--- src/rtl/eth_pkg.sv ---
// Shared definitions for the GMII UDP frame generator.
//   state_t      : frame sequencer states, in transmit order
//   *_LEN/MIN_PAY: frame geometry in bytes
//   CRC_*        : Ethernet FCS polynomial (reflected form), seed and the
//                  good-frame residue in normal bit order
package eth_pkg;

  typedef enum logic [2:0] {
    ST_IDLE,
    ST_CALC,
    ST_PRE,
    ST_HDR,
    ST_PAY,
    ST_PAD,
    ST_FCS,
    ST_IFG
  } state_t;

  localparam int          PREAMBLE_LEN   = 8;
  localparam int          HDR_LEN        = 42;
  localparam int          MIN_PAY        = 18;
  localparam logic [15:0] ETHERTYPE_IPV4 = 16'h0800;
  localparam logic [7:0]  IP_PROTO_UDP   = 8'h11;
  localparam logic [7:0]  PRE_BYTE       = 8'h55;
  localparam logic [7:0]  SFD_BYTE       = 8'hD5;

  localparam logic [31:0] CRC_POLY    = 32'hEDB88320;
  localparam logic [31:0] CRC_INIT    = 32'hFFFFFFFF;
  localparam logic [31:0] CRC_RESIDUE = 32'hC704DD7B;

endpackage

--- src/rtl/crc32_d8.sv ---
// Byte-wide Ethernet CRC32 accumulator (reflected, LSB of each byte first).
//   clk   : byte clock
//   clear : reload the seed (takes priority over en)
//   en    : fold din into the running CRC this cycle
//   din   : byte to fold in
//   crc   : running CRC register (not inverted)
module crc32_d8
  import eth_pkg::*;
(
  input  logic        clk,
  input  logic        clear,
  input  logic        en,
  input  logic [7:0]  din,
  output logic [31:0] crc
);

  function automatic logic [31:0] crc_next(input logic [31:0] c, input logic [7:0] d);
    logic [31:0] r;
    r = c;
    for (int i = 0; i < 8; i++) begin
      if (r[0] ^ d[i]) r = (r >> 1) ^ CRC_POLY;
      else             r = r >> 1;
    end
    return r;
  endfunction

  // The sequencer holds clear for every idle cycle, so no reset is needed here.
  always_ff @(posedge clk) begin
    if (clear)   crc <= CRC_INIT;
    else if (en) crc <= crc_next(crc, din);
  end

endmodule

--- src/rtl/udp_frame_gen.sv ---
// GMII Ethernet/IPv4/UDP frame generator, one byte per sys_clk.
//   sys_clk, sys_rst_n : byte clock, asynchronous active-low reset
//   start, pay_len     : frame request and payload length (sampled together)
//   pay_data/valid     : payload stream; pay_ready marks the byte taken
//   gmii_tx_en/er/txd  : registered GMII transmit bus
//   busy               : accepted start through the end of the gap
//   frame_done         : pulse aligned with the last FCS byte on GMII
//   len_err            : pulse for a start with an out-of-range length
//   underrun           : sticky payload starvation flag
module udp_frame_gen
  import eth_pkg::*;
#(
  parameter logic [47:0] DST_MAC   = 48'h112233445566,
  parameter logic [47:0] SRC_MAC   = 48'h665544332211,
  parameter logic [31:0] SRC_IP    = 32'hC0A80141,
  parameter logic [31:0] DST_IP    = 32'hC0A80180,
  parameter logic [15:0] SRC_PORT  = 16'd1234,
  parameter logic [15:0] DST_PORT  = 16'd1234,
  parameter logic [7:0]  TTL       = 8'd64,
  parameter int          MAX_LEN   = 1472,
  parameter int          LEN_W     = 11,
  parameter int          IFG_BYTES = 12
)(
  input  logic             sys_clk,
  input  logic             sys_rst_n,
  input  logic             start,
  input  logic [LEN_W-1:0] pay_len,
  input  logic [7:0]       pay_data,
  input  logic             pay_valid,
  output logic             pay_ready,
  output logic             gmii_tx_en,
  output logic             gmii_tx_er,
  output logic [7:0]       gmii_txd,
  output logic             busy,
  output logic             frame_done,
  output logic             len_err,
  output logic             underrun
);

  // The IDLE cycle that samples start and the CALC cycle are also silent on
  // GMII, so a back-to-back request still sees exactly IFG_BYTES idle bytes.
  localparam int IFG_CYC = IFG_BYTES - 2;

  state_t           state, state_nxt;
  logic [LEN_W-1:0] cnt, cnt_nxt;
  logic [LEN_W-1:0] len_q;
  logic [15:0]      csum_q;
  logic [15:0]      ip_id;
  logic [15:0]      total_len, udp_len;
  logic [335:0]     hdr_vec;
  logic [8:0]       hdr_idx;
  logic [31:0]      crc, fcs;
  logic             crc_clr, crc_en;
  logic             len_ok, accept;
  logic [7:0]       byte_p0;
  logic             vld_p0, er_p0, done_p0;

  function automatic logic [15:0] ip_csum(input logic [15:0] tot, input logic [15:0] id);
    logic [19:0] s;
    s = 20'h04500 + 20'(tot) + 20'(id) + 20'({TTL, IP_PROTO_UDP})
      + 20'(SRC_IP[31:16]) + 20'(SRC_IP[15:0])
      + 20'(DST_IP[31:16]) + 20'(DST_IP[15:0]);
    s = 20'(s[15:0]) + 20'(s[19:16]);
    s = 20'(s[15:0]) + 20'(s[19:16]);
    return ~s[15:0];
  endfunction

  assign len_ok    = (pay_len != '0) && (pay_len <= LEN_W'(MAX_LEN));
  assign accept    = start && len_ok && (state == ST_IDLE);
  assign busy      = (state != ST_IDLE);
  assign total_len = 16'(len_q) + 16'd28;
  assign udp_len   = 16'(len_q) + 16'd8;
  assign fcs       = ~crc;

  assign hdr_vec = {DST_MAC, SRC_MAC, ETHERTYPE_IPV4,
                    8'h45, 8'h00, total_len, ip_id, 16'h0000, TTL, IP_PROTO_UDP, csum_q,
                    SRC_IP, DST_IP,
                    SRC_PORT, DST_PORT, udp_len, 16'h0000};
  // Byte 0 of the header is the top byte of hdr_vec.
  assign hdr_idx = 9'((HDR_LEN - 1) * 8) - {cnt[5:0], 3'b000};

  always_comb begin
    state_nxt = state;
    cnt_nxt   = cnt + LEN_W'(1);
    byte_p0   = 8'h00;
    vld_p0    = 1'b0;
    er_p0     = 1'b0;
    done_p0   = 1'b0;
    crc_clr   = 1'b0;
    crc_en    = 1'b0;
    pay_ready = 1'b0;
    case (state)
      ST_IDLE: begin
        crc_clr = 1'b1;
        cnt_nxt = '0;
        if (accept) state_nxt = ST_CALC;
      end
      ST_CALC: begin
        crc_clr   = 1'b1;
        cnt_nxt   = '0;
        state_nxt = ST_PRE;
      end
      ST_PRE: begin
        vld_p0  = 1'b1;
        byte_p0 = PRE_BYTE;
        if (cnt == LEN_W'(PREAMBLE_LEN - 1)) begin
          byte_p0   = SFD_BYTE;
          cnt_nxt   = '0;
          state_nxt = ST_HDR;
        end
      end
      ST_HDR: begin
        vld_p0  = 1'b1;
        crc_en  = 1'b1;
        byte_p0 = hdr_vec[hdr_idx +: 8];
        if (cnt == LEN_W'(HDR_LEN - 1)) begin
          cnt_nxt   = '0;
          state_nxt = ST_PAY;
        end
      end
      ST_PAY: begin
        vld_p0    = 1'b1;
        crc_en    = 1'b1;
        pay_ready = 1'b1;
        // A starved byte is still spent: the frame length never changes.
        byte_p0   = pay_valid ? pay_data : 8'h00;
        er_p0     = ~pay_valid;
        if (cnt == len_q - LEN_W'(1)) begin
          cnt_nxt   = '0;
          state_nxt = (len_q < LEN_W'(MIN_PAY)) ? ST_PAD : ST_FCS;
        end
      end
      ST_PAD: begin
        vld_p0 = 1'b1;
        crc_en = 1'b1;
        if (cnt == LEN_W'(MIN_PAY - 1) - len_q) begin
          cnt_nxt   = '0;
          state_nxt = ST_FCS;
        end
      end
      ST_FCS: begin
        vld_p0  = 1'b1;
        byte_p0 = fcs[{cnt[1:0], 3'b000} +: 8];
        if (cnt[1:0] == 2'd3) begin
          done_p0   = 1'b1;
          cnt_nxt   = '0;
          state_nxt = ST_IFG;
        end
      end
      ST_IFG: begin
        if (cnt == LEN_W'(IFG_CYC - 1)) begin
          cnt_nxt   = '0;
          state_nxt = ST_IDLE;
        end
      end
      default: state_nxt = ST_IDLE;
    endcase
  end

  crc32_d8 u_crc (
    .clk   (sys_clk),
    .clear (crc_clr),
    .en    (crc_en),
    .din   (byte_p0),
    .crc   (crc)
  );

  // p0 -> GMII output register
  always_ff @(posedge sys_clk or negedge sys_rst_n) begin
    if (!sys_rst_n) begin
      state      <= ST_IDLE;
      cnt        <= '0;
      ip_id      <= 16'h0000;
      underrun   <= 1'b0;
      len_err    <= 1'b0;
      gmii_tx_en <= 1'b0;
      gmii_tx_er <= 1'b0;
      gmii_txd   <= 8'h00;
      frame_done <= 1'b0;
    end else begin
      state      <= state_nxt;
      cnt        <= cnt_nxt;
      len_err    <= start && !len_ok && (state == ST_IDLE);
      gmii_tx_en <= vld_p0;
      gmii_tx_er <= er_p0;
      gmii_txd   <= byte_p0;
      frame_done <= done_p0;
      if (accept)                             underrun <= 1'b0;
      else if (state == ST_PAY && !pay_valid) underrun <= 1'b1;
      if (done_p0) ip_id <= ip_id + 16'd1;
    end
  end

  always_ff @(posedge sys_clk) begin
    if (accept)             len_q  <= pay_len;
    if (state == ST_CALC)   csum_q <= ip_csum(total_len, ip_id);
  end

endmodule
--- config.mk ---
export PLATFORM = sky130hd
export DESIGN_NAME = udp_frame_gen
export DESIGN_NICKNAME = d
export VERILOG_FILES = /design/src/rtl/eth_pkg.sv /design/src/rtl/crc32_d8.sv /design/src/rtl/udp_frame_gen.sv
export SDC_FILE = /design/constraint.sdc
export NUM_CORES = 1
export LEC_CHECK = 0
export CAP_MARGIN = 40
export CORE_MARGIN = 2
export CORE_UTILIZATION = 45
export DETAILED_ROUTE_END_ITERATION = 10
export HOLD_SLACK_MARGIN = 0.15
export PLACE_DENSITY = 0.7
export SLEW_MARGIN = 20
export SYNTH_ARGS = -nofsm -noshare
export SYNTH_HDL_FRONTEND = slang
export SYNTH_SLANG_ARGS = --single-unit
--- constraint.sdc ---
create_clock -name sys_clk -period 8.3 [get_ports sys_clk]
set_input_delay 2.075 -clock sys_clk [delete_from_list [all_inputs] [get_ports sys_clk]]
set_output_delay 2.075 -clock sys_clk [all_outputs]
set_load 0.02 [all_outputs]
After elaboration in Yosys (flattened, before gate mapping)
Index checks and enable logic that the tools add are counted.
{ "totals": {"regBits": 102, "inputBits": 23, "out_inout_bits": 15, "word_cells": 137} }
{ "classes": {"n_addsub": 16, "order_cmp": 2, "eq_ne": 20, "shift": 2, "n_mux": 50, "bitwise": 19, "reduce_logical": 16} }
{ "op_table": {"columns": ["operator", "n"], "rows": [
  ["2-to-1 mux 32 bit", 22],
  ["indexed part select 336 x 10 -> 8 bit", 1],
  ["inverter 13 -> 14 bit", 8],
  ["case mux 11 bit (7 select lines)", 1],
  ["2-to-1 mux 11 bit", 6],
  ["inverter 32 bit", 1],
  ["case mux 8 bit (4 select lines)", 1],
  ["indexed part select 32 x 6 -> 8 bit", 1],
  ["case mux 3 bit (8 select lines)", 1],
  ["equality test 11 bit", 2],
  ["2-to-1 mux 3 bit", 7],
  ["adder 19 x 9 -> 20 bit, second input constant", 1],
  ["adder 20 x 16 -> 20 bit, second input constant", 1],
  ["adder 20 x 9 -> 20 bit, second input constant", 1],
  ["adder 18 x 16 -> 19 bit, second input constant", 1],
  ["adder 17 x 15 -> 18 bit, second input constant", 1],
  ["adder 16 x 16 -> 17 bit", 1],
  ["adder 16 x 4 -> 17 bit", 1],
  ["adder 15 x 12 -> 16 bit, first input constant", 1],
  ["adder 16 x 1 -> 16 bit", 1],
  ["adder 16 x 1 -> 16 bit, second input constant", 1],
  ["2-to-1 mux 8 bit", 2],
  ["inverter 16 bit", 1],
  ["!= test 2 bit, second input constant", 7],
  ["29 further kinds", 54]
]} }

Longest topological paths before layout
Gate-level depths: netlist of the first run.
{ "logic_depth": {"depth_word": 33, "depth_mapped": 32, "depth_no_buf": 31} }

Hierarchy
A second synthesis of the first run with hierarchy kept.
{ "hier_totals": {"cells_unflattened": 906, "hier_area_um2": 8286.7} }
{ "by_module_without_submodules": {"columns": ["mod", "instances", "cells_per_inst", "area_each_um2"], "rows": [
  ["udp_frame_gen", 1, 724, 6354.8],
  ["crc32_d8", 1, 182, 1931.9]
]} }

Worst setup path after synthesis of the first run
No wires, ideal clock.
{ "synth_timing": {"kind": "reg2reg", "start": "register len_q[4]", "end": "register csum_q[12], data pin", "setup_time_ns": 0.267, "arrival_ns": 6.331, "required_time_ns": 8.033, "slack_ns": 1.701, "stages_incl_launch_ff": 32, "path_cell_list": "edfxtp_1 -> clkbuf_1 -> inv_1 -> ha_1 -> a21boi_0 -> nand2b_1 -> xnor2_1 -> ha_1 -> ha_1 -> clkbuf_1 -> and3_1 -> nand2_1 -> nand2_1 -> a31oi_1 -> nor3b_1 -> ha_1 -> inv_1 -> ha_1 -> nor3b_1 -> nand3_1 -> nand3b_1 -> nand4b_1 -> nor3b_1 -> ha_1 -> nor2b_1 -> and2_1 -> and2_1 -> nand3_1 -> or3_1 -> nor3_1 -> o21ai_0 -> xnor2_1"} }
{ "synth_between": {"elab_chain_len": 11} }
{ "synth_rtl": {"columns": ["item", "line_no", "source"], "rows": [
  ["start: declaration", "udp_frame_gen.sv:46", "logic [LEN_W-1:0] len_q;"],
  ["start signal: assignment", "udp_frame_gen.sv:195", "if (accept) len_q <= pay_len;"],
  ["adder 11 x 5 -> 12 bit", "udp_frame_gen.sv:71", "assign total_len = 16'(len_q) + 16'd28;"],
  ["adder 15 x 12 -> 16 bit", "udp_frame_gen.sv:60", "s = 20'h04500 + 20'(tot) + 20'(id) + 20'({TTL, IP_PROTO_UDP})"],
  ["adder 16 x 16 -> 17 bit", "udp_frame_gen.sv:60", null],
  ["adder 17 x 15 -> 18 bit", "udp_frame_gen.sv:60", null],
  ["adder 18 x 16 -> 19 bit", "udp_frame_gen.sv:61", "+ 20'(SRC_IP[31:16]) + 20'(SRC_IP[15:0])"],
  ["adder 19 x 9 -> 20 bit", "udp_frame_gen.sv:61", null],
  ["adder 20 x 16 -> 20 bit", "udp_frame_gen.sv:62", "+ 20'(DST_IP[31:16]) + 20'(DST_IP[15:0]);"],
  ["adder 20 x 9 -> 20 bit", "udp_frame_gen.sv:62", null],
  ["adder 16 x 4 -> 17 bit", "udp_frame_gen.sv:63", "s = 20'(s[15:0]) + 20'(s[19:16]);"],
  ["adder 16 x 1 -> 16 bit", "udp_frame_gen.sv:64", "s = 20'(s[15:0]) + 20'(s[19:16]);"],
  ["inverter 16 bit", "udp_frame_gen.sv:65", "return ~s[15:0];"],
  ["end signal: assignment", "udp_frame_gen.sv:196", "if (state == ST_CALC) csum_q <= ip_csum(total_len, ip_id);"],
  ["end: declaration", "udp_frame_gen.sv:47", "logic [15:0] csum_q;"]
]} }
No other way between the ends.
A chain may end at the register's enable or synchronous reset.

Worst setup path in the final report of the first run
Ends and elaborated chain as after synthesis.

==> run_results.csv, run 1 <==
group,metric,value,unit
critical_path,reg2reg_from,"len_q[4]",
cells_and_area,final_cell_mix,"89 x xnor2_1, 84 x nor2_1, 65 x nand2_1, 55 x xor2_1, 53 x o21ai_0",
critical_path,cp.required,8.39,ns
clock_network,root_buffer,"clkbuf_16",
pwr,power_density,401,nW/um^2
clock_network,cts-resized-gates,0,
placed_design,post_dp_cell_area,9220,um^2
critical_path,criticalPathCategory,"flip-flop to flip-flop",
yosys,yosysTopAreaCellShare,12.3,%
yosys,syn_inst,1004,
timing,max-slew-margin-rel,45.0,%
floorplanning,ioPinCount,38,
critical_path,cp-end-kind,"flip-flop",
critical_path,max_stage_delay,0.59,ns
clock_network,cts_hold_buffers,0,
yosys,yosysWarnings,0,
global_routing,grt_pass1_wl,37600,um
route,dr.pass1.iters,5,
cells_and_area,utilization,50.5,%
yosys,synth_cell_types,100,
yosys,synth_edf_count,27,
route,wl_per_cell,18.1,um
critical_path,reg2reg_depth,29,
yosys,yosys-top-cells-area,"dfrtp_1 12%, edfxtp_1 9.3%, xnor2_1 8.9%",
timing,fin_hold_ws,0.519,ns
critical_path,crit_path_start_kind,"flip-flop",
clock_network,postCtsSetupBuffers,0,
timing,fmax,135,MHz
critical_path,rr_endpoint,"csum_q[12]",
yosys,synth_nets,1074,
floorplanning,rows,50,
cells_and_area,area_growth_syn_to_layout,9.04,%
worst_hold_path,hold_path_end,"ip_id[8]",
yosys,synth_area,8720,um^2
clock_network,clkSinkCount,102,
placed_design,port-buffer-count,37,
clock_network,cts.clk_slew.worst_paths,0.07,ns
pwr,power,3.81,mW
timing,fin_crit_sh,89.0,%
cells_and_area,layout-drive-gt1-share,6.63,%
clock_network,insertion_delay,0.36,ns
floorplanning,dieArea,20500,um^2
clock_network,cts_max_level,3,
cells_and_area,mostFrequentLayoutCell,"xnor2_1",
timing,fin_crit,7.39,ns
route,routed_wl,22900,um
cells_and_area,fill_cells,1774,
pwr,power.leakage,3.65,nW
cells_and_area,diodes,0,
critical_path,crit_fanout,13,
timing,tightest_slew,0.824,ns
timing,rsz0062_at_grt,"no",
worst_hold_path,whs_path_depth,1,
yosys,synthFlopType,"dfrtp_1",
placed_design,place_congestion,0.936,
cells_and_area,nNetsFinal,1075,
timing,setup_viol,0,
critical_path,cp_common_cell,"ha_1",
worst_hold_path,holdCritPathClass,"flip-flop to flip-flop",
timing,fin_ws,0.911,ns
critical_path,rrSetupSlack,0.91,ns
yosys,syn_area_per_cell,8.68,um^2
cells_and_area,stdcell_area,9510,um^2
floorplanning,coreArea,18800,um^2
global_routing,grt_pass1_vias,6977,
timing,skew,0.0136,ns
yosys,synth_seq_area_share,29.0,%
floorplanning,start_util,46.3,%
worst_hold_path,worstHoldStart,"ip_id[8]",
pwr,peakVddDrop,229,uV
global_routing,gr-total-overflow,0,
route,drt_iter0_markers,564,
global_routing,antenna_found_initial,0,
cells_and_area,layout.cells.non_filler,1270,
critical_path,slowest_stage,"edfxtp_1",
global_routing,track_usage,23.4,%
clock_network,clk_path_buf_depth,2,
clock_network,cts_tree,"built",
placed_design,dp.cells,1252,
timing,slew_violations,0,
critical_path,crit_arrival,7.48,ns
route,vias,7456,
run_status,status,"finished clean",
clock_network,cts_buffers,9,
yosys,synth_area_leader_cell,"dfrtp_1",
route,viasPerCell,5.87,
route,drc,0,
timing,hold_viol_final,0,
yosys,synth-seq-cells,102,
run,drv_cap,0,
floorplanning,die_w,143,um
global_routing,grt_max_degree,47,
placed_design,hpwl,17500,um
route,ant_nets,0,
placed_design,place_worst_setup_slack,1.06,ns
floorplanning,die_h,143,um
timing,finalSetupTns,0,ns
yosys,async_flop_share,42.2,%
## final cells by class
class	count	area [um^2]	share of cell area (%)
multi-input combinational	809	5800	61.0
sequential	102	2530	26.6
timing repair buffer	48	462	4.86
tap	260	325	3.42
clock buffer	12	240	2.53
inverter	35	131	1.38
clock inverter	4	25.0	0.263
## synthesized netlist by cell type, types with 4 or more instances
| cell | instances |
|---|---|
| o31ai_1 | 4 |
| nor2_1 | 84 |
| a21o_1 | 7 |
| a31oi_1 | 12 |
| nor3_1 | 29 |
| nand4_1 | 10 |
| nand2b_1 | 15 |
| o21ai_0 | 53 |
| nor4_1 | 5 |
| ha_1 | 46 |
| o21a_1 | 8 |
| and2_1 | 6 |
| o31a_1 | 4 |
| edfxtp_1 | 27 |
| buf_2 | 19 |
| a2111oi_0 | 8 |
| or4_1 | 5 |
| nand2_1 | 65 |
| or2_2 | 8 |
| o21ai_1 | 19 |
| o211ai_1 | 9 |
| nand3_1 | 36 |
| or3_1 | 11 |
| o22ai_1 | 6 |
| xnor2_2 | 4 |
| nor2b_1 | 14 |
| inv_1 | 33 |
| mux2i_1 | 18 |
| a21oi_1 | 45 |
| a221oi_1 | 6 |
| dfxtp_1 | 32 |
| dfrtp_1 | 43 |
| a22oi_1 | 6 |
| clkbuf_1 | 30 |
| xnor2_1 | 89 |
| nor3b_1 | 10 |
| and3_1 | 6 |
| a211oi_1 | 12 |
| a211o_1 | 4 |
| xor2_1 | 55 |
| buf_1 | 5 |
## where the power goes
group / switching, mW / internal (mW)
logic: 1.48 / 1.12
registers: 0.155 / 0.672
clock network: 0.184 / 0.207
## state kept, by name, summed over array words and instances (netlist names)
register and cells:
csum_q 16, len_q 11, u_crc.crc 32, len_err 1, frame_done 1, ip_id 16
state 3, gmii_tx_er 1, gmii_txd 8, underrun 1, cnt 11, gmii_tx_en 1
## worst max path at each step
stage                  start    endpoint  slack (ns)  cells after the start
floorplan           len_q[4]  csum_q[12]        1.70                     31
global placement    len_q[4]  csum_q[12]        1.33                     29
detailed placement  len_q[4]  csum_q[12]        1.06                     29
CTS                 len_q[4]  csum_q[12]        1.03                     29
global route        len_q[4]  csum_q[12]        0.27                     29
finish              len_q[4]  csum_q[12]        0.91                     29
## critical path, delay by kind of cell (launching register included)
kind | cells | cell delay (ns)
simple gates | 14 | 3.32
fa+ha+maj | 6 | 1.55
compound gates | 4 | 0.97
flops | 1 | 0.59
xor+xnor | 2 | 0.34
buf+inv | 3 | 0.31
## logic make-up after synthesis
logic type / after synthesis / synth area share (%)
DFF: 102 / 29.0
buffers and inverters: 93 / 4.53
xor gates and xnor gates: 155 / 16.9
adders and majority gates: 47 / 6.83
muxes: 23 / 3.10
and+or+nand+nor: 333 / 19.7
AOI/OAI and AO/OA: 251 / 19.9
## routing by layer
metal	global-route usage, %	share of wire, %	vias up
li1	-	-	3633
met3	2.25	5.1	35
met2	37.0	46	217
met5	0	0	-
met1	32.9	46	3571
met4	8.91	2.8	0
(Power assumes the default switching activity.)
==> inputs of run 2 (changes only) <==
Settings changed: CORE_MARGIN 2 to default.
==> run_results.csv, run 2 (synthesized netlist as in run 1, its figures left out) <==
group,metric,value,unit
run_status,status,"finished clean",
floorplanning,ioPinCount,38,
cells_and_area,area_growth_syn_to_layout,9.31,%
pwr,peakVddDrop,225,uV
cells_and_area,diodes,0,
run,drv_cap,0,
cells_and_area,mostFrequentLayoutCell,"xnor2_1",
worst_hold_path,worstHoldStart,"ip_id[8]",
timing,fin_crit,7.48,ns
route,dr.pass1.iters,5,
route,routed_wl,23000,um
critical_path,max_stage_delay,0.61,ns
floorplanning,die_w,141,um
clock_network,cts_buffers,9,
timing,slew_violations,0,
route,viasPerCell,5.89,
timing,max-slew-margin-rel,39.7,%
cells_and_area,layout-drive-gt1-share,6.84,%
global_routing,grt_pass1_wl,36900,um
global_routing,track_usage,23.7,%
clock_network,insertion_delay,0.36,ns
critical_path,crit_path_start_kind,"flip-flop",
clock_network,clk_path_buf_depth,2,
critical_path,cp-end-kind,"flip-flop",
placed_design,port-buffer-count,37,
cells_and_area,multi_input_area,5800,um^2
floorplanning,dieArea,19900,um^2
cells_and_area,nNetsFinal,1074,
floorplanning,die_h,141,um
placed_design,hpwl,17200,um
critical_path,cp_num_buf_inv,2,
placed_design,place_congestion,0.904,
clock_network,cts_tree,"built",
route,ant_nets,0,
clock_network,root_buffer,"clkbuf_16",
timing,hold_viol_final,0,
cells_and_area,utilization,50.6,%
global_routing,grt_max_degree,47,
timing,rsz0062_at_grt,"no",
global_routing,antenna_found_initial,0,
timing,fin_ws,0.818,ns
route,drt_iter0_markers,669,
cells_and_area,largest_register,"u_crc.crc",
critical_path,cp_top_family,"simple AND/OR/NAND/NOR gates",
critical_path,cp.required,8.39,ns
critical_path,criticalPathCategory,"flip-flop to flip-flop",
clock_network,postCtsSetupBuffers,0,
clock_network,cts.clk_slew.worst_paths,0.07,ns
timing,finalSetupTns,0,ns
pwr,power_density,405,nW/um^2
placed_design,place_worst_setup_slack,0.992,ns
cells_and_area,final_cell_mix,"89 x xnor2_1, 84 x nor2_1, 65 x nand2_1, 55 x xor2_1, 53 x o21ai_0",
clock_network,cts_max_level,3,
route,vias,7469,
floorplanning,start_util,46.3,%
timing,fin_crit_sh,90.1,%
critical_path,slowest_stage,"edfxtp_1",
clock_network,cts_hold_buffers,0,
timing,fmax,134,MHz
floorplanning,rows,50,
cells_and_area,fill_cells,1760,
route,wl_per_cell,18.1,um
route,drc,0,
global_routing,grt_pass1_vias,6838,
global_routing,gr-total-overflow,0,
critical_path,crit_start,"len_q[4]",
critical_path,cp_common_cell,"ha_1",
critical_path,crit_fanout,13,
cells_and_area,top_regs,"u_crc.crc x32, csum_q x16, ip_id x16",
clock_network,clkSinkCount,102,
cells_and_area,largest_reg_flops,32,
timing,skew,0.00871,ns
timing,setup_viol,0,
cells_and_area,ff_latch_area,2530,um^2
floorplanning,coreArea,18800,um^2
critical_path,reg2reg_from,"len_q[4]",
pwr,power.leakage,3.66,nW
timing,tightest_slew,0.882,ns
critical_path,crit_arrival,7.58,ns
clock_network,cts-resized-gates,0,
worst_hold_path,holdCritPathClass,"flip-flop to flip-flop",
-- run 2: power breakdown --
group / switching [mW] / internal [mW]
clock: 0.206 / 0.238
combinational: 1.48 / 1.12
sequential: 0.152 / 0.671
-- run 2: final timing paths --
path,endpoint,slack [ns],cells after the start
worst max-delay path,csum_q[12],0.82,28
worst min-delay path,ip_id[8],0.50,1
worst max register to register,csum_q[12],0.82,28
worst min register to register,ip_id[8],0.50,1
max in group asynchronous,gmii_txd[4],6.09,2
min in group asynchronous,frame_done,1.78,2
-- run 2: layout make-up --
type	count	area share, %
multi-input cells	809	60.8
flip-flops and latches	102	26.5
clock buffers	9	2.36
repair buffers	47	4.67
well taps	260	3.41
inverters	35	1.38
clock inverters	7	0.840
-- run 2: metrics by stage --
step                      cell area (um^2)  hold slack, ns  total power, mW  std cells
after CTS                             9520           0.503             3.85       1268
after global routing                  9530           0.536             4.16       1269
final                                 9530           0.502             3.86       1269
after floorplan                       8720           0.467             2.86       1004
after global placement                9200           0.500             3.37       1250
after detailed placement              9210           0.489             3.39       1252
-- run 2: routing by layer --
metal	GRT usage [%]	wire length, um	up-vias
met1	32.0	10800	3612
met3	2.96	1050	23
met4	6.92	362	0
met5	0	0	-
li1	-	-	3624
met2	39.4	10800	210
==> inputs of run 3 (changes only) <==
Settings changed: CORE_ASPECT_RATIO from default to 0.9.
==> run_results.csv, run 3 (synthesized netlist as in run 1, its figures left out) <==
group,metric,value,unit
timing,setup_viol,0,
route,drt_iter0_markers,666,
route,drc,0,
pwr,peakVddDrop,265,uV
route,dr.pass1.iters,5,
floorplanning,coreArea,18700,um^2
route,wl_met3,1480,um
clock_network,cts_buffers,9,
placed_design,hpwl,17100,um
critical_path,slowest_stage,"edfxtp_1",
clock_network,cts_tree,"built",
clock_network,root_buffer,"clkbuf_16",
pwr,power.leakage,3.68,nW
route,wl_per_cell,18.3,um
cells_and_area,utilization,51.1,%
placed_design,dp.cells,1239,
critical_path,reg2reg_from,"len_q[4]",
worst_hold_path,holdCritPathClass,"flip-flop to flip-flop",
timing,fmax,136,MHz
route,wl_met1,10700,um
timing,skew,0.0111,ns
clock_network,clkSinkCount,102,
clock_network,insertion_delay,0.36,ns
cells_and_area,layout-drive-gt1-share,7.11,%
pwr,power_density,406,nW/um^2
critical_path,crit_arrival,7.44,ns
global_routing,grt_pass1_wl,37800,um
clock_network,clk_path_buf_depth,2,
critical_path,max_stage_delay,0.59,ns
cells_and_area,nNetsFinal,1077,
clock_network,cts.clk_slew.worst_paths,0.07,ns
pwr,netSwitchingFraction,47.2,%
run_status,status,"finished clean",
timing,max-slew-margin-rel,36.4,%
floorplanning,dieArea,19900,um^2
cells_and_area,mostFrequentLayoutCell,"xnor2_1",
cells_and_area,stdcell_area,9550,um^2
route,wl_met2,10400,um
global_routing,antenna_found_initial,0,
cells_and_area,layout.cells.non_filler,1257,
pwr,power,3.87,mW
critical_path,cp_common_cell,"ha_1",
critical_path,cp_num_buf_inv,2,
placed_design,post_dp_cell_area,9210,um^2
timing,fin_crit,7.35,ns
timing,slew_violations,0,
floorplanning,ioPinCount,38,
cells_and_area,largest_register,"u_crc.crc",
timing,tightest_slew,0.939,ns
clock_network,cts_max_level,3,
critical_path,cp.required,8.39,ns
critical_path,crit_path_start_kind,"flip-flop",
pwr,clkPwrFrac,11.5,%
critical_path,crit_fanout,13,
pwr,switchingPower,1.83,mW
critical_path,crit_start,"len_q[4]",
critical_path,cp_top_family,"simple AND/OR/NAND/NOR gates",
timing,rsz0062_at_grt,"no",
timing,finalSetupTns,0,ns
pwr,p_int,2.04,mW
global_routing,track_usage,24.0,%
cells_and_area,largest_reg_flops,32,
timing,hold_viol_final,0,
route,routed_wl,23000,um
global_routing,grt_max_degree,47,
floorplanning,start_util,46.6,%
pwr,power_frac_seq,20.8,%
route,vias,7477,
pwr,p_comb_share,67.7,%
clock_network,cts-resized-gates,0,
critical_path,cp-end-kind,"flip-flop",
run,drv_cap,0,
route,viasPerCell,5.95,
cells_and_area,top_regs,"u_crc.crc x32, csum_q x16, ip_id x16",
global_routing,grt_pass1_vias,6899,
timing,fin_crit_sh,88.6,%
route,ant_nets,0,
cells_and_area,diodes,0,
global_routing,gr-total-overflow,0,
clock_network,postCtsSetupBuffers,0,
clock_network,cts_hold_buffers,0,
floorplanning,die_h,134,um
floorplanning,die_w,149,um
critical_path,rrSetupSlack,0.95,ns
cells_and_area,area_growth_syn_to_layout,9.48,%
cells_and_area,final_cell_mix,"89 x xnor2_1, 84 x nor2_1, 65 x nand2_1, 55 x xor2_1, 53 x o21ai_0",
critical_path,criticalPathCategory,"flip-flop to flip-flop",
worst_hold_path,worstHoldStart,"ip_id[8]",
floorplanning,rows,47,
placed_design,place_congestion,0.906,
route,topRoutingLayerUsed,"met4",
placed_design,port-buffer-count,37,
-- run 3: path summary, 6_finish.rpt --
check                              end  depth (start not counted)
max                         csum_q[12]                         28
min                           ip_id[8]                          1
max reg2reg                 csum_q[12]                         28
min reg2reg                   ip_id[8]                          1
max in group asynchronous       cnt[0]                          2
min in group asynchronous  gmii_txd[0]                          2
-- run 3: final cells by class --
class | count | area [um^2]
Clock buffer | 13 | 293
Clock inverter | 3 | 22.5
Fill cell | 1717 | 9150
Inverter | 35 | 131
Multi-Input combinational cell | 809 | 5800
Sequential cell | 102 | 2530
Tap cell | 245 | 307
Timing Repair Buffer | 50 | 468
-- run 3: per-layer routing --
metal,track usage [%],vias to the layer above
li1,-,3626
met1,34.3,3532
met2,37.4,287
met3,3.57,32
met4,7.03,0
met5,0,-
-- run 3: worst register-to-register path, delay by kind of cell, from the launching register on --
family / cells / cell delay (ns)
and+or+nand+nor: 14 / 3.38
adders and majority gates: 6 / 1.57
AOI/OAI and AO/OA: 4 / 0.99
DFF: 1 / 0.59
xor gates and xnor gates: 2 / 0.34
buffers and inverters: 2 / 0.18
-- run 3: power groups by stage --
stage	clock [mW]	combinational, mW	sequential [mW]
final	0.444	2.62	0.806
after global routing	0.474	2.87	0.823
after CTS	0.451	2.60	0.804
after detailed placement	0	2.58	0.814
after global placement	0	2.55	0.811
after floorplan	0	2.07	0.788
-- run 3: per-stage QoR --
stage / hold WS [ns] / setup slack (ns)
after floorplan: 0.467 / 1.70
after global placement: 0.494 / 1.23
after detailed placement: 0.496 / 1.03
after CTS: 0.509 / 0.974
after global routing: 0.536 / 0.190
final: 0.510 / 0.950
